===== config.mk =====
export PLATFORM = sky130hd
export DESIGN_NAME = t02_decode_queue
export DESIGN_NICKNAME = d
export VERILOG_FILES = /design/src/rtl/t02_decode_queue.sv
export SDC_FILE = /design/constraint.sdc
export NUM_CORES = 1
export LEC_CHECK = 0
export CELL_PAD_IN_SITES_DETAIL_PLACEMENT = 1
export CELL_PAD_IN_SITES_GLOBAL_PLACEMENT = 1
export CORE_ASPECT_RATIO = 0.5
export CORE_MARGIN = 2
export CORE_UTILIZATION = 39
export DETAILED_ROUTE_END_ITERATION = 8
export PLACE_DENSITY = 0.83
export SLEW_MARGIN = 20
export SYNTH_ARGS = -nofsm -noshare
export SYNTH_HDL_FRONTEND = slang
export SYNTH_SLANG_ARGS = --single-unit

===== constraint.sdc =====
create_clock -name clk -period 3.5 [get_ports clk]
set_clock_uncertainty 0.2 [all_clocks]
set_input_delay 1.05 -clock clk [delete_from_list [all_inputs] [get_ports clk]]
set_output_delay 1.05 -clock clk [all_outputs]
set_load 0.02 [all_outputs]

===== src/rtl/t02_decode_queue.sv =====
// t02_decode_queue: a DEPTH-entry circular FIFO of raw RV32I instructions.
// The head entry is decoded combinationally into register indices, a
// sign-extended immediate, an ALU operation code and control strobes.
// Illegal head entries are counted as they are popped (saturating).
// Optional build macro: T02_DECODE_MEXT_EN -- when defined, R-type with
// funct7=0000001 is decoded as legal RV32M (alu_op = 10 + funct3).
//
// Handshake: a push happens on a rising edge where in_valid && in_ready;
// a pop happens on a rising edge where out_valid && out_ready. in_ready
// depends only on occupancy (never on out_ready), out_valid only on
// occupancy, so neither side combinationally depends on the other.
module t02_decode_queue #(
    parameter int DEPTH = 4,
    parameter int CNT_W = 16
) (
    input  logic                     clk,
    input  logic                     nRst,
    input  logic                     flush,
    input  logic                     in_valid,
    input  logic [31:0]              in_instr,
    output logic                     in_ready,
    output logic                     out_valid,
    input  logic                     out_ready,
    output logic [4:0]               out_rs1,
    output logic [4:0]               out_rs2,
    output logic [4:0]               out_rd,
    output logic [31:0]              out_imm,
    output logic [4:0]               out_alu_op,
    output logic [2:0]               out_funct3,
    output logic [6:0]               out_opcode,
    output logic                     out_reg_write,
    output logic                     out_mem_write,
    output logic                     out_mem_read,
    output logic                     out_alu_src,
    output logic                     out_illegal,
    output logic [$clog2(DEPTH):0]   count,
    output logic [CNT_W-1:0]         illegal_cnt
);
    localparam int AW = $clog2(DEPTH);
    localparam int CW = AW + 1;
    localparam logic [CW-1:0]    FULL_C  = CW'(DEPTH);
    localparam logic [CNT_W-1:0] CNT_MAX = '1;

    localparam logic [6:0] OP_LUI    = 7'b0110111;
    localparam logic [6:0] OP_AUIPC  = 7'b0010111;
    localparam logic [6:0] OP_JAL    = 7'b1101111;
    localparam logic [6:0] OP_JALR   = 7'b1100111;
    localparam logic [6:0] OP_BRANCH = 7'b1100011;
    localparam logic [6:0] OP_LOAD   = 7'b0000011;
    localparam logic [6:0] OP_STORE  = 7'b0100011;
    localparam logic [6:0] OP_ITYPE  = 7'b0010011;
    localparam logic [6:0] OP_RTYPE  = 7'b0110011;

    localparam logic [4:0] ALU_ADD  = 5'd0;
    localparam logic [4:0] ALU_SUB  = 5'd1;
    localparam logic [4:0] ALU_OR   = 5'd2;
    localparam logic [4:0] ALU_XOR  = 5'd3;
    localparam logic [4:0] ALU_AND  = 5'd4;
    localparam logic [4:0] ALU_SLL  = 5'd5;
    localparam logic [4:0] ALU_SRA  = 5'd6;
    localparam logic [4:0] ALU_SLTU = 5'd7;
    localparam logic [4:0] ALU_SLT  = 5'd8;
    localparam logic [4:0] ALU_SRL  = 5'd9;

    logic [31:0]      r_mem [DEPTH];
    logic [AW-1:0]    r_wptr;
    logic [AW-1:0]    r_rptr;
    logic [CW-1:0]    r_count;
    logic [CNT_W-1:0] r_illegal_cnt;

    logic        w_push;
    logic        w_pop;
    logic [31:0] w_instr;
    logic [2:0]  w_f3;
    logic [6:0]  w_f7;
    logic [31:0] w_imm;
    logic [4:0]  w_alu;
    logic        w_rw;
    logic        w_mw;
    logic        w_mr;
    logic        w_as;
    logic        w_ill;

    // ALU op shared by register and immediate arithmetic; bit 30 picks SUB/SRA.
    function automatic logic [4:0] arith_op(input logic [2:0] f3, input logic b30,
                                            input logic is_r);
        logic [4:0] op;
        case (f3)
            3'b000:  op = (is_r && b30) ? ALU_SUB : ALU_ADD;
            3'b001:  op = ALU_SLL;
            3'b010:  op = ALU_SLT;
            3'b011:  op = ALU_SLTU;
            3'b100:  op = ALU_XOR;
            3'b101:  op = b30 ? ALU_SRA : ALU_SRL;
            3'b110:  op = ALU_OR;
            default: op = ALU_AND;
        endcase
        return op;
    endfunction

    assign in_ready    = (r_count < FULL_C);
    assign out_valid   = (r_count != '0);
    assign w_push      = in_valid && in_ready;
    assign w_pop       = out_valid && out_ready;
    assign count       = r_count;
    assign illegal_cnt = r_illegal_cnt;

    // Instruction storage; contents are intentionally not reset.
    always_ff @(posedge clk) begin
        if (w_push && !flush) begin
            r_mem[r_wptr] <= in_instr;
        end
    end

    // Pointers and occupancy; flush wins over any push or pop.
    always_ff @(posedge clk or negedge nRst) begin
        if (!nRst) begin
            r_wptr  <= '0;
            r_rptr  <= '0;
            r_count <= '0;
        end else if (flush) begin
            r_wptr  <= '0;
            r_rptr  <= '0;
            r_count <= '0;
        end else begin
            if (w_push) r_wptr <= r_wptr + 1'b1;
            if (w_pop)  r_rptr <= r_rptr + 1'b1;
            if (w_push && !w_pop)      r_count <= r_count + 1'b1;
            else if (w_pop && !w_push) r_count <= r_count - 1'b1;
        end
    end

    // Saturating count of illegal instructions actually popped.
    always_ff @(posedge clk or negedge nRst) begin
        if (!nRst) begin
            r_illegal_cnt <= '0;
        end else if (w_pop && w_ill && !flush && (r_illegal_cnt != CNT_MAX)) begin
            r_illegal_cnt <= r_illegal_cnt + 1'b1;
        end
    end

    assign w_instr = r_mem[r_rptr];
    assign w_f3    = w_instr[14:12];
    assign w_f7    = w_instr[31:25];

    // Head-entry decode: immediate, ALU op, strobes and legality.
    always_comb begin
        w_imm = 32'h0;
        w_alu = ALU_ADD;
        w_rw  = 1'b0;
        w_mw  = 1'b0;
        w_mr  = 1'b0;
        w_as  = 1'b0;
        w_ill = 1'b0;
        case (w_instr[6:0])
            OP_LUI, OP_AUIPC: begin
                w_imm = {w_instr[31:12], 12'h000};
                w_rw  = 1'b1;
            end
            OP_JAL: begin
                w_imm = {{11{w_instr[31]}}, w_instr[31], w_instr[19:12], w_instr[20],
                         w_instr[30:21], 1'b0};
                w_rw  = 1'b1;
            end
            OP_JALR: begin
                w_imm = {{20{w_instr[31]}}, w_instr[31:20]};
                w_rw  = 1'b1;
                w_as  = 1'b1;
                w_ill = (w_f3 != 3'b000);
            end
            OP_BRANCH: begin
                w_imm = {{19{w_instr[31]}}, w_instr[31], w_instr[7], w_instr[30:25],
                         w_instr[11:8], 1'b0};
                w_alu = ALU_SUB;
                w_ill = (w_f3 == 3'b010) || (w_f3 == 3'b011);
            end
            OP_LOAD: begin
                w_imm = {{20{w_instr[31]}}, w_instr[31:20]};
                w_rw  = 1'b1;
                w_mr  = 1'b1;
                w_as  = 1'b1;
                w_ill = (w_f3 == 3'b011) || (w_f3 == 3'b110) || (w_f3 == 3'b111);
            end
            OP_STORE: begin
                w_imm = {{20{w_instr[31]}}, w_instr[31:25], w_instr[11:7]};
                w_mw  = 1'b1;
                w_as  = 1'b1;
                w_ill = (w_f3 >= 3'b011);
            end
            OP_ITYPE: begin
                w_imm = {{20{w_instr[31]}}, w_instr[31:20]};
                w_alu = arith_op(w_f3, w_instr[30], 1'b0);
                w_rw  = 1'b1;
                w_as  = 1'b1;
                // Only the shift-immediates carry a funct7 field.
                if ((w_f3 == 3'b001) || (w_f3 == 3'b101)) begin
                    w_ill = !((w_f7 == 7'b0000000) ||
                              ((w_f7 == 7'b0100000) && (w_f3 == 3'b101)));
                end
            end
            OP_RTYPE: begin
                w_rw = 1'b1;
`ifdef T02_DECODE_MEXT_EN
                if (w_f7 == 7'b0000001) begin
                    w_alu = 5'd10 + {2'b00, w_f3};
                end else begin
                    w_alu = arith_op(w_f3, w_instr[30], 1'b1);
                    w_ill = !((w_f7 == 7'b0000000) ||
                              ((w_f7 == 7'b0100000) &&
                               ((w_f3 == 3'b000) || (w_f3 == 3'b101))));
                end
`else
                w_alu = arith_op(w_f3, w_instr[30], 1'b1);
                w_ill = !((w_f7 == 7'b0000000) ||
                          ((w_f7 == 7'b0100000) &&
                           ((w_f3 == 3'b000) || (w_f3 == 3'b101))));
`endif
            end
            default: begin
                w_ill = 1'b1;
            end
        endcase
        if (w_ill) begin
            w_rw = 1'b0;
            w_mw = 1'b0;
            w_mr = 1'b0;
            w_as = 1'b0;
        end
    end

    assign out_rs1       = w_instr[19:15];
    assign out_rs2       = w_instr[24:20];
    assign out_rd        = w_instr[11:7];
    assign out_funct3    = w_f3;
    assign out_opcode    = w_instr[6:0];
    assign out_imm       = w_imm;
    assign out_alu_op    = w_alu;
    assign out_reg_write = w_rw;
    assign out_mem_write = w_mw;
    assign out_mem_read  = w_mr;
    assign out_alu_src   = w_as;
    assign out_illegal   = w_ill;

endmodule


; After elaboration in Yosys (flattened, before gate mapping)
; Memory sizes are Yosys's and may differ from the RTL's.
; Cells that the tools add are included.
[totals]
regBits = 23
mem_bits_rw = 128
in_bits = 37
output_inout_bits = 88
memories = 1
[op_classes]
n_addsub = 5
magnitude_cmp = 2
eq_ne = 18
n_mux = 25
reduce_logical = 34
[memory_table]
columns = name, words, width, read_ports, rd_clocked_by_memory_dff, write_ports, line
row1 = r_mem, 4, 32, 1, 0, 1, 65  ; logic [31:0] r_mem [DEPTH];
[op_table]
columns = cell, count
row1 = case mux 32 bit (5 select lines), 1
row2 = case mux 4 bit (7 select lines), 2
row3 = "== test 7 x 6 -> 1 bit, second input constant", 4
row4 = "== test 7 bit, second input constant", 3
row5 = "adder 16 x 1 -> 16 bit, second input constant", 1
row6 = "inequality test 16 bit, second input constant", 1
row7 = "== test 7 x 5 -> 1 bit, second input constant", 2
row8 = "== test 3 bit, second input constant", 4
row9 = 2-to-1 mux 1 bit, 12
row10 = case mux 4 bit (3 select lines), 1
row11 = logical AND 1 bit, 10
row12 = 2-to-1 mux 3 bit, 3
row13 = nonzero test 3 bit, 3
row14 = 2-to-1 mux 2 bit, 4
row15 = "== test 7 x 2 -> 1 bit, second input constant", 1
row16 = zero test 7 bit, 1
row17 = logical OR 1 bit, 7
row18 = case mux 1 bit (7 select lines), 1
row19 = OR reduction 7 bit, 1
row20 = "== test 3 x 2 -> 1 bit, second input constant", 2
row21 = OR reduction 3 bit, 2
row22 = zero test 1 bit, 5
row23 = "adder 2 x 1 -> 2 bit, second input constant", 2
row24 = 2-to-1 mux 4 bit, 1
row25 = 9 further kinds, 10

; Longest topological paths before layout
; An unclocked memory read counts as a cell.
[depth]
ltp_word = 10
mapped_depth = 11
depth_no_buf = 8

; Worst setup path after synthesis
; OpenSTA, ideal clock, no wires.
[synth_timing]
kind = register to output
from = register r_rptr[0]
to = output out_mem_write
arrival_time_ns = 3.004
required_time_ns = 2.250
slack_ns = -0.754
path_stages_with_launch = 11
n_path_buf = 3
path_cell_list = dfrtp_1 -> buf_6 -> mux4_2 -> nand2b_1 -> buf_6 -> a2111o_1 -> nor4_1 -> o31a_2 -> buf_6 -> inv_2 -> nor3_1
[synth_via]
elab_cells_between_ends = 37
cone_classes = order compare (1) / eq/ne (16) / mux (4) / reduce/logical (15) / memory (1)
[synth_lines]
columns = item, line
row1 = from (decl), 67  ; logic [AW-1:0] r_rptr;
row2 = from (signal assigned), 127  ; if (w_pop) r_rptr <= r_rptr + 1'b1;
row3 = memory read (4 x 32 bit) (*), --
row4 = named net out_opcode[4], 30  ; output logic [6:0] out_opcode,
row5 = == test 7 bit (tied with other cells), 155  ; case (w_instr[6:0])
row6 = OR reduction 3 bit (no source line), --
row7 = case mux 1 bit (7 select lines) (*), 155
row8 = named net out_illegal, 35  ; output logic out_illegal,
row9 = 2-to-1 mux 1 bit (*), 223  ; if (w_ill) begin
row10 = to (decl), 32  ; output logic out_mem_write,
; The timed path passes the listed nets; every way through them passes the cells marked *.

; Worst setup path after layout
[layout_timing]
from = register r_rptr[0]
to = output out_mem_read
[layout_via]
elab_chain_cells = 8
elab_cells_between_ends = 37
cone_classes = order compare (1) / eq/ne (16) / mux (4) / reduce/logical (15) / memory (1)
[layout_rtl]
columns = item, line
row1 = memory read (4 x 32 bit) (*), --
row2 = == test 7 x 6 -> 1 bit (tied with other cells), "198, 215"
row3 = logical AND 1 bit / logical OR 1 bit (equally long branches), "198, 216"
row4 = logical OR 1 bit / logical AND 1 bit (equally long branches), "197, 215"
row5 = zero test 1 bit / logical OR 1 bit (equally long branches), "197, 214"
row6 = 2-to-1 mux 1 bit / zero test 1 bit (equally long branches), "196, 214"
row7 = case mux 1 bit (7 select lines), 155
row8 = 2-to-1 mux 1 bit (*), 223
row9 = to (decl), 33  ; output logic out_mem_read,
; Mark *: on every way between the ends. The rest lies on a longest branch, timed or not.

==> results.py <==
metrics = {
    "floorplan": {
        "die_area_um2": 18200,
        "dieWidth_um": 189,
        "design.core.area_um2": 16600,
        "dieHeight_um": 96.4,
        "io_pins": 125,
        "rows": 33,
        "start_util_pct": 40.2,
    },
    "timing": {
        "min_period_ns": 4.56,
        "hold_violations": 0,
        "timing.final.max_slew_violations": 0,
        "max_slew_margin_pct": 64.2,
        "setup_slack_ns": -1.06,
        "period_share_pct": 130,
        "tightest_slew_ns": 0.537,
        "rsz0062_at_grt": "yes",
        "timing.fmax_ghz": 0.219,
        "setup_viol": 54,
    },
    "route": {
        "vias": 5074,
        "viasPerCell": 5.74,
        "drc": 0,
        "postRouteAntennaNets": 0,
        "drt-initial-drc-count": 361,
        "wl_per_cell_um": 28.1,
        "routed_wl_um": 24800,
        "firstDrtPassIters": 5,
    },
    "clocking": {
        "cts_root_buffer": "clkbuf_16",
        "clockBufferDepth": 2,
        "htreeDepth": 4,
        "clk_pin_slew_ns": 0.07,
        "cts-hold-fix-buffers": 0,
        "cts_buffers": 17,
        "clock_latency_ns": 0.44,
        "cts_tree": "built",
        "clock_sinks": 151,
    },
    "logic_synthesis": {
        "synth_top_cell_area_share_pct": 57.7,
        "yosys.area_share.xor_xnor_pct": 2.50,
        "synth_top_family_by_area": "multiplexers",
        "yosys_warnings": 0,
        "synth_enable_flop_cells": 128,
        "post_synth.cell_area_avg_um2": 16.3,
        "synthesis.nets": 452,
        "synth.mux.area_fraction_pct": 12.1,
        "ys_seq_area_share_pct": 66.4,
        "synth_flop_cell": "edfxtp_1",
        "synth_area_um2": 6660,
        "ys_types": 62,
        "synth_cells": 409,
        "synth_compound_area_share_pct": 5.90,
        "synth_area_leader_cell": "edfxtp_1",
        "synth_common_cells": "128 x edfxtp_1, 26 x nor2_1, 23 x dfrtp_1",
        "ys_seq_elements": 151,
        "synthTopCellsByArea": "edfxtp_1 58%, dfrtp_1 8.6%, mux4_2 7.1%",
        "yosysMostFrequentCell": "edfxtp_1",
        "yosys.area_share.simple_pct": 9.11,
        "async_flop_share_pct": 15.2,
        "synthAdderAreaFrac_pct": 1.24,
    },
    "cells_and_area": {
        "final_cells": 884,
        "syn2layout_area_growth_pct": 51.6,
        "multi_input_area_um2": 2480,
        "drive_gt1_share_pct": 45.7,
        "fin_util_pct": 61.0,
        "layout.nets": 687,
        "diodes": 0,
        "fillCellCount": 1532,
        "regArea_um2": 4420,
    },
    "flow_run": {
        "cap_violations": 0,
    },
    "power": {
        "irDropWorstVdd_uv": 394,
        "intPower_mw": 4.60,
        "power.leakage_nw": 3.94,
        "p_per_area_nw_per_um2": 714,
        "clkPwrFrac_pct": 26.1,
        "power.switching_mw": 2.62,
        "seqPwrFrac_pct": 30.6,
        "switching_share_pct": 36.3,
        "pwr-share-comb_pct": 43.3,
    },
    "placement": {
        "place_inst": 822,
        "io_buffers": 123,
        "dp_hpwl_um": 13400,
        "gp_congestion": 0.864,
    },
    "run_status": {
        "violations": "negative setup slack",
        "outcome": "complete, but fails checks",
    },
    "setup_path": {
        "max_stage_delay_ns": 0.67,
        "critPathLaunch": "r_rptr[0]",
        "r2r-start": "r_rptr[0]",
        "cp.arrival_ns": 3.31,
        "r2r_cells": 13,
        "r2r-end": "illegal_cnt[1]",
        "rrSetupSlack_ns": -0.32,
        "critPathMaxFanout": 7,
        "slowest_stage": "mux4_2",
        "start_kind": "flop",
        "cp.required_ns": 2.25,
        "endpoint_kind": "output pin",
        "crit_type": "reg -> out",
        "cp_cell_sequence": "mux4_2, buf_6, nor3b_1, a2111o_1, nor4_2, o31a_4, inv_8, nor4_4, buf_4",
    },
    "min_path": {
        "hp-start": "illegal_cnt[15]",
        "hold-path-endpoint": "illegal_cnt[15]",
        "hold_class": "reg -> reg",
        "hold_depth": 1,
    },
    "global_routing": {
        "grt_pass1_wl_um": 32100,
        "grt_max_degree": 33,
        "grt_usage_pct": 24.4,
        "antenna_found_initial": 0,
        "grt_pass1_vias": 5156,
        "grt.overflow.total": 0,
    },
}
[cell families (layout without fill, tap and decap cells)]
kind of cell | Yosys count | in the layout
DFF | 151 | 151
and+or+nand+nor | 107 | 107
xor gates and xnor gates | 19 | 19
other | 1 | 1
adders and majority gates | 6 | 6
muxes | 37 | 37
AOI/OAI and AO/OA | 54 | 54
buffers and inverters | 34 | 282
[cell usage in the layout (no fill, tap or decap), types with 4 or more instances in the layout]
cell             count
nor4_2               5
nor3_1               4
xor2_1              14
clkbuf_16           17
nor3_2               4
inv_6                4
mux4_1               5
a21oi_1              6
buf_6               73
dfrtp_1             22
clkdlybuf4s50_1     57
inv_1               11
mux4_2              26
nor2_1              15
edfxtp_1           128
a21o_1              16
a22o_4               4
and3_1               6
nor2_4               8
nand3_1              9
buf_4               80
nand2_1             15
ha_1                 5
nor2b_4              4
o21ai_4              4
clkbuf_2             9
xnor2_1              5
buf_12               8
[state kept, by name (all words and copies together) (netlist names)]
name	cells
illegal_cnt	16
r_wptr	2
r_mem	128
r_rptr	2
count	3
[repair_timing]
item,CTS,global route
gates resized for setup,360,60
pin swaps,14,20
endpoints found under the setup margin,67,74
buffers inserted,15,21
[worst max-delay path by stage]
stage	end	slack (ns)
2_1_floorplan	out_mem_read	-0.51
3_3_place_gp	out_mem_read	-0.79
5_1_grt	out_mem_read	-1.16
6_report	out_mem_read	-1.06
3_5_place_dp	out_mem_read	-0.95
4_1_cts	out_mem_read	-0.88
[power groups by stage]
stage	sequential (mW)	combinational (mW)	clock, mW
finish	2.21	3.12	1.88
global route	2.22	3.24	1.97
CTS	2.20	2.77	1.86
detailed placement	2.24	2.56	0
global placement	2.22	2.47	0
floorplan	2.24	1.37	0
[cell type report]
class	instances	share of cell area (%)
sequential	151	43.8
multi-input combinational	224	24.6
timing repair buffer	236	22.5
clock buffer	18	4.25
tap	227	2.81
clock inverter	14	1.47
inverter	14	0.595
[worst max-delay path, delay by kind of cell (launching register included)]
kind | cells | cell delay, ns
buffers and inverters | 3 | 0.41
flip-flops | 1 | 0.48
multiplexers | 1 | 0.67
AO/OA/AOI/OAI | 2 | 0.58
AND/OR/NAND/NOR | 3 | 0.72
[through the flow]
| step | TNS, ns | cell area, µm² | hold slack [ns] | setup slack [ns] | total power, mW |
|---|---|---|---|---|---|
| 2_1_floorplan | -8.89 | 6880 | 0.362 | -0.512 | 3.61 |
| 3_3_place_gp | -27.78 | 8950 | 0.278 | -0.791 | 4.69 |
| 3_5_place_dp | -32.49 | 8950 | 0.298 | -0.949 | 4.79 |
| 4_1_cts | -29.41 | 9850 | 0.307 | -0.885 | 6.82 |
| 5_1_grt | -41.36 | 10100 | 0.349 | -1.16 | 7.43 |
| 6_report | -36.99 | 10100 | 0.315 | -1.06 | 7.21 |
[routing by layer]
metal / part of all wire, % / track usage (%) / up-vias / wire length (µm)
met5: 0 / 0 / - / 0
met4: 3.2 / 13.0 / 0 / 791
met3: 6.7 / 5.42 / 61 / 1670
met2: 50 / 41.0 / 269 / 12400
met1: 40 / 30.3 / 2660 / 9950
li1: - / - / 2084 / -
Note: power is estimated with default switching activity, not from simulation.
